===== config.mk =====
export PLATFORM = sky130hd
export DESIGN_NAME = freq_meter
export DESIGN_NICKNAME = d
export VERILOG_FILES = /design/src/rtl/freq_meter_pkg.sv /design/src/rtl/freq_meter_sync_edge_det.sv /design/src/rtl/freq_meter.sv
export SDC_FILE = /design/constraint.sdc
export NUM_CORES = 1
export LEC_CHECK = 0
export CAP_MARGIN = 30
export CORE_MARGIN = 2
export CORE_UTILIZATION = 53
export DETAILED_ROUTE_END_ITERATION = 10
export PLACE_DENSITY_LB_ADDON = 0.15
export SLEW_MARGIN = 20
export SYNTH_ARGS = -nofsm -noshare
export SYNTH_HDL_FRONTEND = slang
export SYNTH_SLANG_ARGS = --single-unit

===== constraint.sdc =====
create_clock -name clk -period 2.4 [get_ports clk]
set_input_delay 0.48 -clock clk [delete_from_list [all_inputs] [get_ports clk]]
set_output_delay 0.48 -clock clk [all_outputs]
set_load 0.01 [all_outputs]

===== src/rtl/freq_meter_pkg.sv =====
// freq_meter_pkg: FSM state type, prescaler ratio and saturating arithmetic
// shared by the frequency meter blocks.
package freq_meter_pkg;

   typedef enum logic [1:0] {
      IDLE = 2'd0,
      ARM  = 2'd1,
      GATE = 2'd2
   } state_e;

   localparam int unsigned DIV_RATIO = 32'd10;
   localparam int          SAT_W     = 32'd64;

   typedef struct packed {
      logic             ovf;
      logic [SAT_W-1:0] val;
   } sat_t;

   // Clamp v into a w-bit unsigned range and flag when clamping happened.
   function automatic sat_t sat_clip(input logic [SAT_W-1:0] v, input int w);
      sat_t             r;
      logic [SAT_W-1:0] max_v;
      max_v = {SAT_W{1'b1}} >> (SAT_W - w);
      if (v > max_v) begin
         r.ovf = 1'b1;
         r.val = max_v;
      end else begin
         r.ovf = 1'b0;
         r.val = v;
      end
      return r;
   endfunction

   function automatic sat_t sat_add(input logic [SAT_W-1:0] a,
                                    input logic [SAT_W-1:0] b,
                                    input int               w);
      return sat_clip(a + b, w);
   endfunction

endpackage


===== src/rtl/freq_meter_sync_edge_det.sv =====
// sync_edge_det: multi-flop synchronizer plus rising-edge detector for an
// asynchronous input; edge_pulse is high for one clk per detected rise.
module sync_edge_det #(
   parameter int SYNC_STAGES = 32'd2
) (
   input  logic clk,
   input  logic rst,
   input  logic d,
   output logic edge_pulse
);

   logic [SYNC_STAGES-1:0] sync_q;
   logic [SYNC_STAGES-1:0] sync_d;
   logic                   hist_q;
   logic                   hist_d;

   // Next-state of the synchronizer chain and history flop.
   always_comb begin
      sync_d = {sync_q[SYNC_STAGES-2:0], d};
      hist_d = sync_q[SYNC_STAGES-1];
   end

   // Synchronizer and history registers.
   always_ff @(posedge clk or posedge rst) begin
      if (rst) begin
         sync_q <= {SYNC_STAGES{1'b0}};
         hist_q <= 1'b0;
      end else begin
         sync_q <= sync_d;
         hist_q <= hist_d;
      end
   end

   assign edge_pulse = sync_q[SYNC_STAGES-1] & ~hist_q;

endmodule


===== src/rtl/freq_meter.sv =====
// freq_meter: counts sig_in rising edges over back-to-back GATE_CYCLES windows.
// Optional autorange of the /10 prescaler: define FREQ_METER_AUTORANGE_EN.
module freq_meter
   import freq_meter_pkg::*;
#(
   parameter int               GATE_CYCLES = 32'd1_000_000,
   parameter int               CNT_W       = 32'd24,
   parameter int               SYNC_STAGES = 32'd2,
   parameter logic [CNT_W-1:0] HI_TH       = 24'd900_000,
   parameter logic [CNT_W-1:0] LO_TH       = 24'd80_000
) (
   input  logic             clk,
   input  logic             rst,
   input  logic             en,
   input  logic             sig_in,
   output logic [CNT_W-1:0] freq,
   output logic             freq_valid,
   output logic             overflow,
   output logic             busy,
   output logic             range_sel
);

   localparam int             GW   = (GATE_CYCLES > 32'd1) ? $clog2(GATE_CYCLES) : 32'd1;
   localparam logic [GW-1:0]  LAST = GW'(GATE_CYCLES - 32'd1);

   if (GATE_CYCLES < 32'd4) begin : g_gate_chk
      $error("freq_meter: GATE_CYCLES must be at least 4");
   end
   if (SYNC_STAGES < 32'd2) begin : g_sync_chk
      $error("freq_meter: SYNC_STAGES must be at least 2");
   end
   if (CNT_W >= SAT_W) begin : g_width_chk
      $error("freq_meter: CNT_W too wide for saturating helpers");
   end
   if (LO_TH >= HI_TH) begin : g_th_chk
      $error("freq_meter: LO_TH must be below HI_TH");
   end

   logic             edge_s;
   sat_t             add_s;
   logic [CNT_W-1:0] raw_s;
   logic             carry_s;
   logic             win_ovf_s;
   logic             last_s;

   state_e           state_q,    state_d;
   logic [GW-1:0]    gate_cnt_q, gate_cnt_d;
   logic [CNT_W-1:0] edge_cnt_q, edge_cnt_d;
   logic             sat_q,      sat_d;
   logic [CNT_W-1:0] freq_q,     freq_d;
   logic             valid_q,    valid_d;
   logic             ovf_q,      ovf_d;
   logic             busy_q,     busy_d;

`ifdef FREQ_METER_AUTORANGE_EN
   sat_t             mul_s;
   logic             scaled_ovf_s;
   logic             range_q,    range_d;
   logic             discard_q,  discard_d;
`endif

   sync_edge_det #(
      .SYNC_STAGES (SYNC_STAGES)
   ) u_sync (
      .clk        (clk),
      .rst        (rst),
      .d          (sig_in),
      .edge_pulse (edge_s)
   );

   // Window count including this cycle's edge; upper bits are always zero after clamping.
   always_comb begin
      add_s     = sat_add(SAT_W'(edge_cnt_q), SAT_W'(edge_s), CNT_W);
      raw_s     = add_s.val[CNT_W-1:0];
      carry_s   = add_s.ovf | (|add_s.val[SAT_W-1:CNT_W]);
      win_ovf_s = sat_q | carry_s;
      last_s    = (gate_cnt_q == LAST);
`ifdef FREQ_METER_AUTORANGE_EN
      mul_s        = sat_clip(SAT_W'(raw_s) * SAT_W'(DIV_RATIO), CNT_W);
      scaled_ovf_s = mul_s.ovf | (|mul_s.val[SAT_W-1:CNT_W]);
`endif
   end

   // Measurement FSM next-state and result computation.
   always_comb begin
      state_d    = state_q;
      gate_cnt_d = gate_cnt_q;
      edge_cnt_d = edge_cnt_q;
      sat_d      = sat_q;
      freq_d     = freq_q;
      ovf_d      = ovf_q;
      valid_d    = 1'b0;
`ifdef FREQ_METER_AUTORANGE_EN
      range_d    = range_q;
      discard_d  = discard_q;
`endif
      case (state_q)
         IDLE: begin
            if (en) state_d = ARM;
            else    state_d = IDLE;
         end
         ARM: begin
            gate_cnt_d = {GW{1'b0}};
            edge_cnt_d = {CNT_W{1'b0}};
            sat_d      = 1'b0;
            if (en) state_d = GATE;
            else    state_d = IDLE;
         end
         GATE: begin
            if (last_s) begin
               // Counters restart here so the next cycle already belongs to the new window.
               gate_cnt_d = {GW{1'b0}};
               edge_cnt_d = {CNT_W{1'b0}};
               sat_d      = 1'b0;
`ifdef FREQ_METER_AUTORANGE_EN
               if (discard_q) begin
                  discard_d = 1'b0;
               end else begin
                  valid_d = 1'b1;
                  if (range_q) begin
                     freq_d = mul_s.val[CNT_W-1:0];
                     ovf_d  = win_ovf_s | scaled_ovf_s;
                     if (raw_s < LO_TH) begin
                        range_d   = 1'b0;
                        discard_d = 1'b1;
                     end else begin
                        range_d   = 1'b1;
                        discard_d = 1'b0;
                     end
                  end else begin
                     freq_d = raw_s;
                     ovf_d  = win_ovf_s;
                     if ((raw_s >= HI_TH) || win_ovf_s) begin
                        range_d   = 1'b1;
                        discard_d = 1'b1;
                     end else begin
                        range_d   = 1'b0;
                        discard_d = 1'b0;
                     end
                  end
               end
`else
               valid_d = 1'b1;
               freq_d  = raw_s;
               ovf_d   = win_ovf_s;
`endif
               if (en) state_d = GATE;
               else    state_d = IDLE;
            end else if (!en) begin
               state_d = IDLE;
            end else begin
               gate_cnt_d = gate_cnt_q + GW'(1'b1);
               edge_cnt_d = raw_s;
               sat_d      = win_ovf_s;
            end
         end
         default: begin
            state_d = IDLE;
         end
      endcase
      busy_d = (state_d != IDLE);
   end

   // State, counter and output registers.
   always_ff @(posedge clk or posedge rst) begin
      if (rst) begin
         state_q    <= IDLE;
         gate_cnt_q <= {GW{1'b0}};
         edge_cnt_q <= {CNT_W{1'b0}};
         sat_q      <= 1'b0;
         freq_q     <= {CNT_W{1'b0}};
         valid_q    <= 1'b0;
         ovf_q      <= 1'b0;
         busy_q     <= 1'b0;
`ifdef FREQ_METER_AUTORANGE_EN
         range_q    <= 1'b0;
         discard_q  <= 1'b0;
`endif
      end else begin
         state_q    <= state_d;
         gate_cnt_q <= gate_cnt_d;
         edge_cnt_q <= edge_cnt_d;
         sat_q      <= sat_d;
         freq_q     <= freq_d;
         valid_q    <= valid_d;
         ovf_q      <= ovf_d;
         busy_q     <= busy_d;
`ifdef FREQ_METER_AUTORANGE_EN
         range_q    <= range_d;
         discard_q  <= discard_d;
`endif
      end
   end

   assign freq       = freq_q;
   assign freq_valid = valid_q;
   assign overflow   = ovf_q;
   assign busy       = busy_q;
`ifdef FREQ_METER_AUTORANGE_EN
   assign range_sel  = range_q;
`else
   assign range_sel  = 1'b0;
`endif

endmodule


## After elaboration in Yosys (flattened, before gate mapping)

Cells that the tools add are included.

| cells by class | value |
|---|---|
| add/subtract/negate cells | 2 |
| $mul | 0 |
| div/mod/pow operators | 0 |
| $lt $le $gt $ge | 1 |
| equal/unequal tests | 4 |
| shift-type cells | 0 |
| muxes and demuxes | 17 |
| bitwise logic cells | 4 |
| reduce and logical (&&, ||, !) cells | 6 |

Operators by type and width:

| operator | count |
|---|---|
| two-way mux 65 bit | 1 |
| two-way mux 24 bit | 2 |
| case mux 24 bit (2 select lines) | 1 |
| two-way mux 20 bit | 2 |
| case mux 20 bit (2 select lines) | 1 |
| OR reduction 40 bit | 1 |
| adder 24 x 1 -> 25 bit | 1 |
| greater-than comparator 25 x 24 -> 1 bit (second input constant) | 1 |
| adder 20 x 1 -> 20 bit (second input constant) | 1 |
| == test 20 bit (second input constant) | 1 |
| two-way mux 2 bit | 3 |
| case mux 2 bit (3 select lines) | 1 |
| two-way mux 1 bit | 5 |
| AND reduction 2 bit | 2 |
| nonzero test 2 bit | 2 |
| != test 3 bit (second input constant) | 1 |
| == test 2 x 1 -> 1 bit (second input constant) | 1 |
| == test 2 bit (second input constant) | 1 |
| logical NOT 2 bit | 1 |
| OR 1 bit | 2 |
| case mux 1 bit (2 select lines) | 1 |
| AND 1 bit | 1 |
| inverter 1 bit | 1 |

| storage, ports and cells | value |
|---|---|
| flip-flop bits (word level) | 77 |
| latch bits | 0 |
| RAM bits | 0 |
| bits in read-only memories | 0 |
| input bits | 4 |
| output and inout port bits | 28 |
| word-level logic and storage cells | 44 |
| memories kept | 0 |

## Longest topological paths before layout

| logic depth | value |
|---|---|
| depth after elaboration | 11 |
| depth in mapped cells | 11 |
| depth with buffers taken out | 8 |

## Hierarchy

From an unflattened synthesis, not the netlist that was laid out.

| unflattened totals | value |
|---|---|
| cell total of the unflattened synthesis | 478 |
| area, all modules | 4246.6 um2 |

By module, submodules not included:

| module | instances | cells an instance | area each (um2) |
|---|---|---|---|
| freq_meter | 1 | 473 | 4154.0 |
| sync_edge_det | 1 | 5 | 92.6 |

## Worst setup path after synthesis

OpenSTA, ideal clock, no wires.

| path | value |
|---|---|
| path type | flip-flop to flip-flop |
| from | register u_sync.sync_q[1] |
| to | register edge_cnt_q[4] |
| data arrival time | 2.193 ns |
| required time | 2.274 ns |
| slack | 0.081 ns |
| stages on the path, launching flop included | 12 |
| period minus slack after synthesis | 2.319 ns |
| cells stage by stage | dfrtp_1 nor2b_1 ha_1 ha_1 and3_1 buf_2 nand3_1 buf_2 or3_1 clkbuf_1 o21ai_0 a221o_1 |

| between the ends | value |
|---|---|
| longest elaborated chain between the ends | 7 |

Ends and longest elaborated chain:

| what | RTL line | text |
|---|---|---|
| start, declared | freq_meter_sync_edge_det.sv:12 | `logic [SYNC_STAGES-1:0] sync_q;` |
| start signal, assigned | freq_meter_sync_edge_det.sv:26 | `sync_q <= {SYNC_STAGES{1'b0}};` |
| start signal, assigned | freq_meter_sync_edge_det.sv:29 | `sync_q <= sync_d;` |
| AND 1 bit (*) | freq_meter_sync_edge_det.sv:34 | `assign edge_pulse = sync_q[SYNC_STAGES-1] & ~hist_q;` |
| adder 24 x 1 -> 25 bit (*) | freq_meter_pkg.sv:37 | `return sat_clip(a + b, w);` |
| greater-than comparator 25 x 24 -> 1 bit | freq_meter_pkg.sv:24 | `if (v > max_v) begin` |
| two-way mux 65 bit (*) | freq_meter_pkg.sv:24 |  |
| two-way mux 24 bit (*) | freq_meter.sv:149 | `end else if (!en) begin` |
| two-way mux 24 bit (*) | freq_meter.sv:110 | `if (last_s) begin` |
| case mux 24 bit (2 select lines) (*) | freq_meter.sv:97 | `case (state_q)` |
| end signal, assigned | freq_meter.sv:169 | `edge_cnt_q <= {CNT_W{1'b0}};` |
| end signal, assigned | freq_meter.sv:182 | `edge_cnt_q <= edge_cnt_d;` |
| end, declared | freq_meter.sv:48 | `logic [CNT_W-1:0] edge_cnt_q, edge_cnt_d;` |

Mark *: on every way between the ends. The rest lies on a longest branch, timed or not. The select of a mux whose other input is x is not followed.
A chain may end at the register's enable or synchronous reset.

## Worst setup path after layout

| path | value |
|---|---|
| from | register gate_cnt_q[0] |
| to | register edge_cnt_q[14] |

| between the ends | value |
|---|---|
| longest elaborated chain between the ends | 3 |
| elaborated cells between the ends (all ways) | 5 |
| those cells by class | eq/ne (2); mux (2); reduce/logical (1) |

Ends and longest elaborated chain:

| what | RTL line | text |
|---|---|---|
| start, declared | freq_meter.sv:47 | `logic [GW-1:0] gate_cnt_q, gate_cnt_d;` |
| start signal, assigned | freq_meter.sv:168 | `gate_cnt_q <= {GW{1'b0}};` |
| start signal, assigned | freq_meter.sv:181 | `gate_cnt_q <= gate_cnt_d;` |
| == test 20 bit (*) | freq_meter.sv:77 | `last_s = (gate_cnt_q == LAST);` |
| != test 3 bit (no source line) / two-way mux 24 bit (equally long branches) | -- |  |
| AND reduction 2 bit (no source line) / case mux 24 bit (2 select lines) (equally long branches) | -- |  |

Mark *: on every way between the ends. The rest lies on a longest branch, timed or not.

==> impl_metrics.ini <==
[global_route]
number_of_global_route_vias_before_repair = 3385
pin_count_of_the_biggest_net_entering_global_routing = 34
global_route.overflow_total = 0
grt_antenna_before_repair = 0
grt_use_total = 0.2384
grt_pass1_wl_mm = 16.03

[timing]
max_freq_ghz = 0.4596
grt_setup_unrepaired = no
fin_worst_skew_ps = 7.920
timing_max_transition_violations_final = 0
fin_setup_tns_ps = 0
timing_hold_violations_final = 0
period_share = 0.9066
period_minus_slack_ps = 2176
layout_setup_ws_ps = 224.2
timing_worst_slew_pin_value_ps = 542.1
finalSetupViolations = 0
worst_slew_margin_rel = 0.6378

[setup_path]
rr_worst_depth = 7
crit_fanout = 12
data_required_time_at_the_worst_endpoint_ps = 2640
setup.worst_path.start = gate_cnt_q[0]$_DFFE_PP0P_
worst_ep_arrival_time_ps = 2410
worst_setup_path_start_kind = flip-flop
worst_r2r_endpoint = edge_cnt_q[14]$_DFFE_PP0P_
reg2reg_from = gate_cnt_q[0]$_DFFE_PP0P_
critPathCapture = edge_cnt_q[14]$_DFFE_PP0P_
crit_path_end_kind = flip-flop
critPathKind = reg -> reg
setup.reg_to_reg.worst_slack_ps = 220

[placed_design]
dp_hpwl_mm = 6.534
place_ws_ps = 230.4
place_congestion = 0.8529
placement.io_buffers = 30
numPlacedInstances = 551

[floorplanning]
row_count = 31
initial_core_util = 0.5535
die_width_microns = 91.73
top_level_ports = 32
die_height_microns = 91.73
design.die.area_sq_um = 8413
placeableCoreArea_sq_um = 7370

[power_and_ir_drop]
static-leakage-power_nw = 2.119
power-per-cell-area_nw_per_um2 = 533.5
irDropWorstVdd_mv = 0.4399
totalPowerFinal_mw = 2.550

[detailed_routing]
antenna_violating_nets_post_route = 0
dr_total_vias = 3429
routed_vias_inst = 6.048
drt-initial-drc-count = 205
firstDrtPassIters = 5
drt-wirelength-per-cell_microns = 16.67
detail_route.drc_violations = 0
wl_mm = 9.453

[clock_network]
post_cts.repair.setup_buffers = 0
postCtsHoldBufs = 0
clk_pin_slew_ps = 80
root_buffer = sky130_fd_sc_hd__clkbuf_8
cts.repair.resized = 0
clk-insertion-delay-late_ps = 350
cts_tree = built
cts-root-to-sink-buffers = 2
cts_buffers = 9
clock_sink_count = 77
cts_max_level = 3

[synthesis]
number_of_enable_type_register_cells_in_the_synthesized_netlist = 0
synth-warning-count = 0
synth_top_cells_by_area = sky130_fd_sc_hd__dfrtp_1, sky130_fd_sc_hd__nor2_1, sky130_fd_sc_hd__nand3_1, sky130_fd_sc_hd__a21oi_1, sky130_fd_sc_hd__a31oi_1
top_count_cell_post_synth = sky130_fd_sc_hd__dfrtp_1
postSynthNetCount = 435
cell_area_synth_sq_um = 4079
synthTopCellsByCount = sky130_fd_sc_hd__dfrtp_1, sky130_fd_sc_hd__nor2_1, sky130_fd_sc_hd__nand2_1
count_of_mapped_cells_out_of_synthesis = 427
netlist.area_leader.share = 0.4724
synth_seq_cells = 77
postSynth.asyncResetShare = 1.000
ys_seq_area_frac = 0.4724
ys_types = 57
postSynthAreaPerCell_sq_um = 9.552
synth_ff_type = sky130_fd_sc_hd__dfrtp_1
synth_largest_area_cell = sky130_fd_sc_hd__dfrtp_1

[cells_and_area]
utilization = 0.6486
final_nets = 471
layout.area.seq_sq_um = 1927
post_route_cells_drive_above_1_share = 0.1197
final.fill_count = 594
diodes_inserted = 0
area_delta_synth_final_pct = 17.18
multiInputGateArea_sq_um = 1979
final_cells = 567

[hold_path]
hold_path_class = reg -> reg

[flow_run]
timing.max_cap.violations = 0

[outcome]
run_status = finished clean
==> worst min path at each step <==
stage                                from                          to  cells after the start
2_1_floorplan  u_sync.sync_q[0]$_DFF_PP0_  u_sync.sync_q[1]$_DFF_PP0_                      0
3_3_place_gp   u_sync.sync_q[1]$_DFF_PP0_     u_sync.hist_q$_DFF_PP0_                      0
5_1_grt        u_sync.sync_q[0]$_DFF_PP0_  u_sync.sync_q[1]$_DFF_PP0_                      0
6_report       u_sync.sync_q[0]$_DFF_PP0_  u_sync.sync_q[1]$_DFF_PP0_                      0
3_5_place_dp   u_sync.sync_q[0]$_DFF_PP0_  u_sync.sync_q[1]$_DFF_PP0_                      0
4_1_cts        u_sync.sync_q[0]$_DFF_PP0_  u_sync.sync_q[1]$_DFF_PP0_                      0
==> area by class of cell <==
cell class / instances / area share
Tap cell: 99 / 0.02592
Clock inverter: 3 / 0.008901
Sequential cell: 77 / 0.4031
Timing Repair Buffer: 50 / 0.1047
Inverter: 9 / 0.007853
Multi-Input combinational cell: 316 / 0.4141
Clock buffer: 13 / 0.03534
==> routing by layer <==
| metal | vias up | routed length [microns] | GRT usage |
|---|---|---|---|
| met5 | - | 0 | 0 |
| li1 | 1640 | - | - |
| met1 | 1680 | 4113 | 0.3043 |
| met4 | 0 | 126 | 0.05597 |
| met3 | 13 | 410 | 0.06081 |
| met2 | 96 | 4803 | 0.4081 |
==> critical path: stages, from the launching register on <==
cell and delay (ps):
sky130_fd_sc_hd__dfrtp_1 410, sky130_fd_sc_hd__ha_1 220, sky130_fd_sc_hd__nand3_2 120, sky130_fd_sc_hd__nor4_4 400, sky130_fd_sc_hd__a21o_1 340, sky130_fd_sc_hd__buf_4 250, sky130_fd_sc_hd__nor2_1 60, sky130_fd_sc_hd__a211o_1 260
==> stage by stage <==
stage	area [sq um]	hold WS, ps
floorplan	4083	331.2
global placement	4568	355.1
detailed placement	4568	353.5
CTS	4780	371.5
global route	4780	380.4
finish	4780	376.6
==> placed cells by master (no fill, tap or decap), types with 5 or more instances in the layout <==
cell type                         count
sky130_fd_sc_hd__a211o_1              5
sky130_fd_sc_hd__a21o_1               9
sky130_fd_sc_hd__a21oi_1             25
sky130_fd_sc_hd__a221o_1              5
sky130_fd_sc_hd__a22o_1               8
sky130_fd_sc_hd__a31oi_1             20
sky130_fd_sc_hd__and2_1               7
sky130_fd_sc_hd__and3_1              17
sky130_fd_sc_hd__and4_1               6
sky130_fd_sc_hd__buf_4               16
sky130_fd_sc_hd__clkbuf_8            12
sky130_fd_sc_hd__clkdlybuf4s50_1     30
sky130_fd_sc_hd__dfrtp_1             77
sky130_fd_sc_hd__inv_1                8
sky130_fd_sc_hd__nand2_1             30
sky130_fd_sc_hd__nand2b_1             5
sky130_fd_sc_hd__nand3_1             26
sky130_fd_sc_hd__nor2_1              35
sky130_fd_sc_hd__nor2b_1              7
sky130_fd_sc_hd__nor3_1               9
sky130_fd_sc_hd__o21ai_0             19
sky130_fd_sc_hd__or3_1                9
sky130_fd_sc_hd__xnor2_1              7
sky130_fd_sc_hd__xor2_1               5
==> state kept, by name (all words and copies together) (netlist names), 2 cells and up <==
name,cells
edge_cnt_q,24
freq,24
gate_cnt_q,20
state_q,2
u_sync.sync_q,2
==> where the power goes <==
group          internal (mW)  switching [mW]  leakage (nW)
Clock                  0.565           0.459         0.106
Sequential              1.31          0.0138          1.06
Combinational         0.0686           0.129         0.949
==> cell families (layout without fill, tap and decap cells) <==
group / Yosys count / after routing / synth area share
and+or+nand+nor: 179 / 179 / 0.2411
AOI/OAI and AO/OA: 118 / 118 / 0.1997
DFF: 77 / 77 / 0.4724
buffers and inverters: 34 / 75 / 0.04233
xor gates and xnor gates: 12 / 12 / 0.02577
adders and majority gates: 4 / 4 / 0.01227
muxes: 2 / 2 / 0.005521
other: 1 / 1 / 0.0009194
Power figures use the tool's default switching activity.
